===== config.mk =====
export PLATFORM = sky130hd
export DESIGN_NAME = alu_result_fifo_flat
export DESIGN_NICKNAME = d
export VERILOG_FILES = /design/src/rtl/alu_pkg.sv /design/src/rtl/alu_result_fifo_if.sv /design/src/rtl/alu_res_fifo_mem.sv /design/src/rtl/alu_result_fifo.sv /design/src/flat_wrapper.sv
export SDC_FILE = /design/constraint.sdc
export NUM_CORES = 1
export LEC_CHECK = 0
export CAP_MARGIN = 15
export CORE_MARGIN = 8
export CORE_UTILIZATION = 60
export CTS_BUF_LIST = sky130_fd_sc_hd__clkbuf_4 sky130_fd_sc_hd__clkbuf_8
export CTS_CLUSTER_DIAMETER = 80
export DETAILED_ROUTE_END_ITERATION = 10
export GPL_TIMING_DRIVEN = 0
export MAX_ROUTING_LAYER = met4
export PLACE_DENSITY_LB_ADDON = 0.05
export SYNTH_ARGS = -nofsm -noshare
export SYNTH_HDL_FRONTEND = slang
export SYNTH_SLANG_ARGS = --single-unit

===== constraint.sdc =====
create_clock -name clk -period 3 [get_ports clk]
set_input_delay 0.9 -clock clk [delete_from_list [all_inputs] [get_ports clk]]
set_output_delay 0.9 -clock clk [all_outputs]
set_load 0.05 [all_outputs]

===== src/rtl/alu_pkg.sv =====
// Shared ALU definitions: default operand width, result-entry width and opcode encoding.
// The result FIFO and its interface import this for their defaults.
package alu_pkg;

    localparam int BITS        = 4;
    localparam int ALU_ENTRY_W = BITS + 3;

    typedef enum logic [2:0] {
        OPC_ADD  = 3'b000,
        OPC_SUB  = 3'b001,
        OPC_AND  = 3'b010,
        OPC_OR   = 3'b011,
        OPC_XOR  = 3'b100,
        OPC_NOT  = 3'b101,
        OPC_INV0 = 3'b110,
        OPC_INV1 = 3'b111
    } alu_opc_e;

    // Opcodes the ALU flags with Invalid.
    function automatic logic is_invalid_opc(input alu_opc_e opc);
        return (opc == OPC_INV0) || (opc == OPC_INV1);
    endfunction

    // Width of one stored entry {invalid, parity, out[bits:0]}.
    function automatic int entry_width(input int bits);
        return bits + 3;
    endfunction

endpackage


===== src/rtl/alu_result_fifo_if.sv =====
// Producer and consumer handshake bundle around the ALU result FIFO.
// The FIFO connects through the slave modport; the environment drives the master side.
interface alu_result_fifo_if
    import alu_pkg::*;
#(
    parameter int BITS = alu_pkg::BITS
);

    logic            in_valid;
    logic            in_ready;
    logic [BITS:0]   alu_out;
    logic            alu_parity;
    logic            alu_invalid;

    logic            out_valid;
    logic            out_ready;
    logic [BITS:0]   out_data;
    logic            out_parity;
    logic            out_invalid;

    modport master (
        output in_valid, alu_out, alu_parity, alu_invalid, out_ready,
        input  in_ready, out_valid, out_data, out_parity, out_invalid
    );

    modport slave (
        input  in_valid, alu_out, alu_parity, alu_invalid, out_ready,
        output in_ready, out_valid, out_data, out_parity, out_invalid
    );

endinterface


===== src/rtl/alu_res_fifo_mem.sv =====
// DEPTH x W register array: one synchronous write port, one asynchronous read port.
// Storage is cleared by reset so the head reads zero straight out of reset.
module alu_res_fifo_mem #(
    parameter int DEPTH = 4,
    parameter int W     = 7,
    parameter int AW    = $clog2(DEPTH)
) (
    input  logic          clk,
    input  logic          rst_n,
    input  logic          we,
    input  logic [AW-1:0] waddr,
    input  logic [W-1:0]  wdata,
    input  logic [AW-1:0] raddr,
    output logic [W-1:0]  rdata
);

    logic [W-1:0] mem_q [DEPTH];
    logic [W-1:0] mem_d [DEPTH];

    // NOTE: the next-state copy starts from the current contents so every
    // entry is assigned on every path; without that default this infers latches.
    always_comb begin
        mem_d = mem_q;
        if (we) begin
            mem_d[waddr] = wdata;
        end
    end

    // NOTE: this array is small and visible at the head output, so it is reset
    // like ordinary flops; a large RAM macro would normally be left unreset.
    always_ff @(posedge clk or negedge rst_n) begin
        if (!rst_n) begin
            for (int i = 0; i < DEPTH; i++) begin
                mem_q[i] <= '0;
            end
        end else begin
            mem_q <= mem_d;
        end
    end

    assign rdata = mem_q[raddr];

endmodule


===== src/rtl/alu_result_fifo.sv =====
// Capture stage behind the ALU: DEPTH-entry result FIFO with valid/ready on both
// sides and a saturating count of accepted invalid-opcode results.
module alu_result_fifo
    import alu_pkg::*;
#(
    parameter int BITS         = alu_pkg::BITS,
    parameter int DEPTH        = 4,
    parameter int CNT_W        = 8,
    parameter int DROP_INVALID = 0
) (
    input  logic                     clk,
    input  logic                     rst_n,
    alu_result_fifo_if.slave         io,
    output logic [$clog2(DEPTH):0]   count,
    output logic [CNT_W-1:0]         invalid_cnt
);

    localparam int   AW      = $clog2(DEPTH);
    localparam int   CW      = AW + 1;
    localparam int   ENTRY_W = entry_width(BITS);
    localparam logic DROP    = (DROP_INVALID != 0);

    logic [AW-1:0]    wr_ptr_q, wr_ptr_d;
    logic [AW-1:0]    rd_ptr_q, rd_ptr_d;
    logic [CW-1:0]    count_q,  count_d;
    logic [CNT_W-1:0] invalid_cnt_q, invalid_cnt_d;

    logic full, empty;
    logic accept, push, pop;
    logic [ENTRY_W-1:0] wr_entry, rd_entry;

    // Ready/valid depend on occupancy only, so a full FIFO never accepts while popping.
    assign full  = (count_q == CW'(DEPTH));
    assign empty = (count_q == '0);

    assign io.in_ready  = !full;
    assign io.out_valid = !empty;

    assign accept = io.in_valid & !full;
    assign push   = accept & !(DROP & io.alu_invalid);
    assign pop    = !empty & io.out_ready;

    always_comb begin
        wr_ptr_d      = wr_ptr_q;
        rd_ptr_d      = rd_ptr_q;
        count_d       = count_q;
        invalid_cnt_d = invalid_cnt_q;

        // Pointers wrap naturally because DEPTH is a power of two.
        if (push) begin
            wr_ptr_d = wr_ptr_q + AW'(1);
        end
        if (pop) begin
            rd_ptr_d = rd_ptr_q + AW'(1);
        end

        case ({push, pop})
            2'b10:   count_d = count_q + CW'(1);
            2'b01:   count_d = count_q - CW'(1);
            default: count_d = count_q;
        endcase

        // Dropped invalid results are still counted; the counter sticks at all-ones.
        if (accept && io.alu_invalid && (invalid_cnt_q != '1)) begin
            invalid_cnt_d = invalid_cnt_q + CNT_W'(1);
        end
    end

    // NOTE: sequential state uses non-blocking assignments only, so every flop
    // samples the pre-edge value of every other flop regardless of block order.
    always_ff @(posedge clk or negedge rst_n) begin
        if (!rst_n) begin
            wr_ptr_q      <= '0;
            rd_ptr_q      <= '0;
            count_q       <= '0;
            invalid_cnt_q <= '0;
        end else begin
            wr_ptr_q      <= wr_ptr_d;
            rd_ptr_q      <= rd_ptr_d;
            count_q       <= count_d;
            invalid_cnt_q <= invalid_cnt_d;
        end
    end

    assign wr_entry = {io.alu_invalid, io.alu_parity, io.alu_out};

    alu_res_fifo_mem #(
        .DEPTH (DEPTH),
        .W     (ENTRY_W),
        .AW    (AW)
    ) u_mem (
        .clk   (clk),
        .rst_n (rst_n),
        .we    (push),
        .waddr (wr_ptr_q),
        .wdata (wr_entry),
        .raddr (rd_ptr_q),
        .rdata (rd_entry)
    );

    // Show-ahead head: the entry at rd_ptr is presented without waiting for a pop.
    assign io.out_invalid = rd_entry[ENTRY_W-1];
    assign io.out_parity  = rd_entry[ENTRY_W-2];
    assign io.out_data    = rd_entry[BITS:0];

    assign count       = count_q;
    assign invalid_cnt = invalid_cnt_q;

endmodule


===== src/flat_wrapper.sv =====
// flat-port wrapper written by rule: the top's interface ports become plain ports
module alu_result_fifo_flat import alu_pkg::*;
#(
    parameter int BITS         = alu_pkg::BITS,
    parameter int DEPTH        = 4,
    parameter int CNT_W        = 8,
    parameter int DROP_INVALID = 0
)
  (clk, rst_n, count, invalid_cnt, io_in_valid, io_alu_out, io_alu_parity, io_alu_invalid, io_out_ready, io_in_ready, io_out_valid, io_out_data, io_out_parity, io_out_invalid);
  alu_result_fifo_if #(.BITS(BITS)) io_i ();
  input  logic clk;
  input  logic rst_n;
  output logic [$clog2(DEPTH):0] count;
  output logic [CNT_W-1:0] invalid_cnt;
  input wire logic [$bits(io_i.in_valid)-1:0] io_in_valid;
  input wire logic [$bits(io_i.alu_out)-1:0] io_alu_out;
  input wire logic [$bits(io_i.alu_parity)-1:0] io_alu_parity;
  input wire logic [$bits(io_i.alu_invalid)-1:0] io_alu_invalid;
  input wire logic [$bits(io_i.out_ready)-1:0] io_out_ready;
  output wire logic [$bits(io_i.in_ready)-1:0] io_in_ready;
  output wire logic [$bits(io_i.out_valid)-1:0] io_out_valid;
  output wire logic [$bits(io_i.out_data)-1:0] io_out_data;
  output wire logic [$bits(io_i.out_parity)-1:0] io_out_parity;
  output wire logic [$bits(io_i.out_invalid)-1:0] io_out_invalid;
  assign io_i.in_valid = io_in_valid;
  assign io_i.alu_out = io_alu_out;
  assign io_i.alu_parity = io_alu_parity;
  assign io_i.alu_invalid = io_alu_invalid;
  assign io_i.out_ready = io_out_ready;
  assign io_in_ready = io_i.in_ready;
  assign io_out_valid = io_i.out_valid;
  assign io_out_data = io_i.out_data;
  assign io_out_parity = io_i.out_parity;
  assign io_out_invalid = io_i.out_invalid;
  alu_result_fifo #(.BITS(BITS), .DEPTH(DEPTH), .CNT_W(CNT_W), .DROP_INVALID(DROP_INVALID)) u_core (.clk(clk), .rst_n(rst_n), .io(io_i), .count(count), .invalid_cnt(invalid_cnt));
endmodule

After elaboration in Yosys (flattened, before gate mapping)
Cells that the tools add are included.
{ "classes": {"add_sub_neg": 5, "n_lt_le_gt_ge": 3, "eq_ne": 4, "muxes": 7, "bitwise_logic": 4, "n_reduce_logical": 7} }
{ "op_table": {"columns": ["op", "n"], "rows": [
  ["28-bit bitwise mux", 1],
  ["7-bit two-way mux", 3],
  ["7-bit binary-select mux with 2-bit select", 1],
  ["7-bit demux with 2-bit select", 1],
  ["8-bit by 1-bit adder with 8-bit output (second input constant)", 1],
  ["8-bit inequality test (second input constant)", 1],
  ["3-bit greater-or-equal comparator (second input constant)", 2],
  ["2-bit inverter with 3-bit output", 2],
  ["3-bit case mux with 2 select lines", 1],
  ["2-bit by 1-bit adder with 2-bit output (second input constant)", 2],
  ["3-bit by 1-bit adder with 3-bit output (second input constant)", 1],
  ["3-bit == test (second input constant)", 1],
  ["1-bit logical AND", 3],
  ["3-bit logical NOT", 1],
  ["3-bit by 1-bit less-than comparator with 1-bit output (second input constant)", 1],
  ["3-bit by 1-bit subtractor with 3-bit output (second input constant)", 1],
  ["1-bit bitwise AND", 2],
  ["2-bit by 1-bit == test with 1-bit output (second input constant)", 1],
  ["2-bit == test (second input constant)", 1],
  ["1-bit logical NOT", 2],
  ["2-bit nonzero test", 1]
]} }
{ "word_totals": {"regBits": 43} }

Logic depth before layout (Yosys ltp)
Gate-level depths: netlist of the first run.
{ "logic_depth": {"depth_word": 6, "depth_mapped": 11} }

Cells and area by module
From an unflattened synthesis of the first run, not the netlist that was laid out.
{ "hier_totals": {"cells_unflattened": 132, "hier_area_um2": 2003.2} }
{ "modules_own_cells": {"columns": ["module", "instances", "cells_per_inst", "area_per_inst_um2", "seq_area_each_um2"], "rows": [
  ["alu_res_fifo_mem", 1, 69, 1233.7, 700.7],
  ["alu_result_fifo", 1, 63, 769.5, 375.4]
]} }

Least setup slack after synthesis of the first run
No wires, ideal clock.
{ "synth_timing": {"path_kind": "register to register", "startpoint": "reg u_core.count_q[2] (netlist: u_core.count[2])", "endpoint": "reg u_core.count_q[2] (netlist: u_core.count[2])", "setup_ps": 82, "t_arrival_ps": 2490, "required_time_ps": 2918, "path_slack_ps": 428, "path_stages_with_launch": 12, "path_buffers": 1, "cell_sequence": "dfrtp_1 nor3b_4 inv_2 and2_4 buf_12 inv_1 ha_1 inv_1 fa_1 xor2_1 nor2_1 xor2_1"} }
{ "synth_between": {"elab_chain_cells": 5} }
{ "synth_lines": {"columns": ["item", "line", "rtl"], "rows": [
  ["from (decl)", "alu_result_fifo.sv:25", "logic [CW-1:0] count_q, count_d;"],
  ["from (signal assigned)", "alu_result_fifo.sv:80", "count_q <= count_d;"],
  ["3-bit == test (*)", "alu_result_fifo.sv:33", "assign full = (count_q == CW'(DEPTH));"],
  ["1-bit logical NOT (*)", null, null],
  ["named net io_in_ready", "flat_wrapper.sv:20", "output wire logic [$bits(io_i.in_ready)-1:0] io_in_ready;"],
  ["1-bit bitwise AND (*)", "alu_result_fifo.sv:39", "assign accept = io.in_valid & !full;"],
  ["2-bit by 1-bit == test with 1-bit output or 2-bit == test (tied branches)", "alu_result_fifo.sv:57", "case ({push, pop})"],
  ["3-bit case mux with 2 select lines or 2-bit nonzero test (tied branches)", null, null]
]} }
The timed path passes the listed nets; every way through them passes the cells marked *.
A chain may end at the register's enable or synchronous reset.

Final worst setup path of the first run
{ "layout_timing": {"startpoint": "reg u_core.count_q[0] (netlist: u_core.count[0])", "endpoint": "out io_out_valid"} }
{ "layout_between": {"elab_chain_cells": 2} }
{ "layout_lines": {"columns": ["item", "line", "rtl"], "rows": [
  ["3-bit logical NOT", "alu_result_fifo.sv:34", "assign empty = (count_q == '0);"],
  ["1-bit logical NOT", "alu_result_fifo.sv:37", "assign io.out_valid = !empty;"],
  ["to (decl)", "flat_wrapper.sv:21", "output wire logic [$bits(io_i.out_valid)-1:0] io_out_valid;"]
]} }
Every way passes these cells.

==> flow_summary.yaml, run 1 <==
status:
  outcome: "finished clean"
placed_design:
  dpl.cell_count: 223
  gp_congestion: 0.7670
  port_buffers: 30
  placed_area_um2: 2580
  dpl.hpwl_um: 2742
route:
  postRouteAntennaNets: 0
  routedWlPerCell_um: 17.19
  first_iter_violations: 44
  via_per_inst: 5.476
  dr_total_vias: 1265
  wl_met2_um: 1994
  wl_met3_um: 204
  drt-met1-wl_um: 1722
  remaining_drc_errors: 0
  top_layer_used: "met4"
  firstDrtPassIters: 4
  wl_um: 3971
timing:
  post-route-period-util: 0.9524
  hold_viol: 0
  fin_skew_ps: 2.195
  clock.fmax_ghz: 0.3500
  setup_viol_count_final: 0
  period_needed_ps: 2857
  fin_setup_tns_ps: 0
  maxSlewViolCount: 0
  worst_slew_pin_slew_ps: 507.7
  slew_headroom: 0.6605
  rsz0062_at_grt: "false"
clock_network:
  cts_tree: "yes"
  path_clk_slew_ps: 80
  root_buffer: "clkbuf_8"
  ctsHtreeMaxLevel: 2
  clk_path_buf_depth: 2
  clk_latency_ps: 290
  cts_setup_buffers: 0
  cts-buffers-inserted: 5
  numClockSinks: 43
floorplanning:
  rows: 22
  initial_utilization: 0.6114
  fp.dieH_um: 76.62
  die_w_um: 76.62
  core_um2: 3606
  ios: 31
  die_area_um2: 5870
layout:
  ff_latch_area_um2: 1076
  final_cells: 231
  num_antenna_cells: 0
  num-fill-cells: 245
  areaGrowthSynthToFinish_pct: 20.66
  design_area_um2: 2660
  drive_above_1_share: 0.3224
  fin_nets: 200
  multi_input_area_um2: 1070
yosys:
  synth_seq_cells: 43
  synthAdderAreaFrac: 0.04313
  yosysMostFrequentCell: "dfrtp_1"
  synth-edff-count: 0
  synth.area.top_cells: "dfrtp_1 49%, mux2_4 19%, mux4_2 7.2%, nand2_8 3.6%, ha_1 3.4%"
  synthXorXnorAreaFrac: 0.03178
  synth_top_family_by_area: "multiplexers"
  yosysWarningCount: 0
  synth-main-ff-cell: "dfrtp_1"
  syn_avg_cell_area_um2: 15.31
  yosys-top-cells-count: "43 x dfrtp_1, 28 x mux2_4, 7 x inv_1, 7 x mux4_2, 6 x ha_1"
  yosysUniqueCellTypes: 32
  synth_top_area_frac: 0.4881
  synth_compound_area_frac: 0.02327
  syn_area_um2: 2205
  yosysTopAreaCell: "dfrtp_1"
  syn_nets: 162
  ys_seq_area_frac: 0.4881
  synthSimpleGateAreaFrac: 0.1005
  synth.area.mux_share: 0.2866
  syn-instance-count: 144
  synthArstFlopShare: 1.000
critical_path:
  critPathCaptureType: "primary output"
  crit_required_ps: 2100
  arrival_ps: 1960
  critical_path.max_fanout: 5
  critPathLaunchType: "flop"
  critical_path_class: "flop to primary output"
worst_hold_path:
  worstHoldPathType: "flop to flop"
global_route:
  grt_overflow_total: 0
  grt_start_max_net_pins: 44
  antenna_found_initial: 0
  grt_first_pass_wirelength_um: 7017
  grtUsageTotal: 0.1524
  grt_pass1_vias: 1425
job:
  max-cap-violations: 0
==> worst paths after layout <==
| kind | startpoint | endpoint | slack, ps | depth (start not counted) |
|---|---|---|---|---|
| max | u_core.count[0]$_DFFE_PN0P_ | io_out_valid | 140 | 2 |
| min | u_core.u_mem.mem_q[9]$_DFFE_PN0P_ | u_core.u_mem.mem_q[9]$_DFFE_PN0P_ | 510 | 1 |
| max reg2reg | u_core.count[0]$_DFFE_PN0P_ | u_core.count[2]$_DFFE_PN0P_ | 740 | 11 |
| min reg2reg | u_core.u_mem.mem_q[9]$_DFFE_PN0P_ | u_core.u_mem.mem_q[9]$_DFFE_PN0P_ | 510 | 1 |
| max in group asynchronous | rst_n | u_core.invalid_cnt[2]$_DFFE_PN0P_ | 2220 | 2 |
| min in group asynchronous | rst_n | u_core.u_mem.mem_q[26]$_DFFE_PN0P_ | 570 | 2 |
==> cell families (layout without fill, tap and decap cells) <==
| family | Yosys count | count (layout) |
|---|---|---|
| compound gates | 8 | 8 |
| xor+xnor | 8 | 8 |
| fa+ha+maj | 7 | 7 |
| buf+inv | 11 | 50 |
| flops | 43 | 43 |
| mux | 40 | 40 |
| simple gates | 27 | 27 |
==> critical path: stages (launching register included) <==
cell and delay (ps):
dfrtp_1 460, or3_2 480, clkdlybuf4s50_1 720
==> repair_timing <==
item                                    4_1_cts  5_1_grt
gates resized for setup                       7        0
endpoints found under the hold margin         0        0
endpoints found under the setup margin        7        0
hold buffers                                  0        0
==> cell type report <==
class                           count  area share
Clock inverter                      2    0.004704
Inverter                            8     0.01129
Tap cell                           48     0.02258
Timing Repair Buffer               31      0.1152
Sequential cell                    43      0.4045
Buffer                              3     0.01082
Clock buffer                        6     0.02869
Multi-Input combinational cell     90      0.4022
==> registers in the layout, summed over array words and instances (netlist names) <==
signal	cells
u_core.u_mem.mem_q	28
u_core.invalid_cnt	8
u_core.count	3
u_core.rd_ptr_q	2
u_core.wr_ptr_q	2
==> routing by layer <==
metal	GRT usage	vias to the layer above
li1	-	591
met2	0.2314	30
met1	0.1806	637
met4	0.05192	0
met5	-	-
met3	0.06014	7
==> through the flow <==
step,setup slack [ps],hold WS (ps),util
final,142.8,508.6,0.7377
after global routing,80.72,525.0,0.7377
after CTS,117.1,511.8,0.7377
after detailed placement,195.8,488.7,0.7155
after global placement,12.34,487.0,0.7113
after floorplan,428.2,475.9,-
==> placed cells by master, fill, tap and decap left out, types with 2 or more instances in the layout <==
cell type / instances
dfrtp_1: 43
mux2_4: 28
clkdlybuf4s50_1: 22
inv_1: 7
mux4_2: 7
dlygate4sd2_1: 7
ha_1: 6
clkbuf_8: 5
nand2_8: 4
nand3_1: 4
nor2_1: 4
xnor2_1: 4
xor2_1: 4
a21oi_1: 4
mux2_2: 3
nand2_1: 3
buf_2: 2
buf_12: 2
nand2b_1: 2
and4_1: 2
nand4_1: 2
mux2i_1: 2
Power of run 1 is left out: the tool's default activity adds up to more than one toggle a clock period on the data nets, which glitch-free logic cannot reach.
==> run 2: changes to the inputs <==
--- a/config.mk
+++ b/config.mk
@@ -12,6 +12,7 @@
 export CTS_CLUSTER_DIAMETER = 80
 export DETAILED_ROUTE_END_ITERATION = 10
 export GPL_TIMING_DRIVEN = 0
+export HOLD_SLACK_MARGIN = 0.03
 export MAX_ROUTING_LAYER = met4
 export PLACE_DENSITY_LB_ADDON = 0.05
 export SYNTH_ARGS = -nofsm -noshare
==> results of run 2 <==
The final DEF is identical to that of run 1; final timing and power are the same.
Power of run 2 is left out for the same reason.
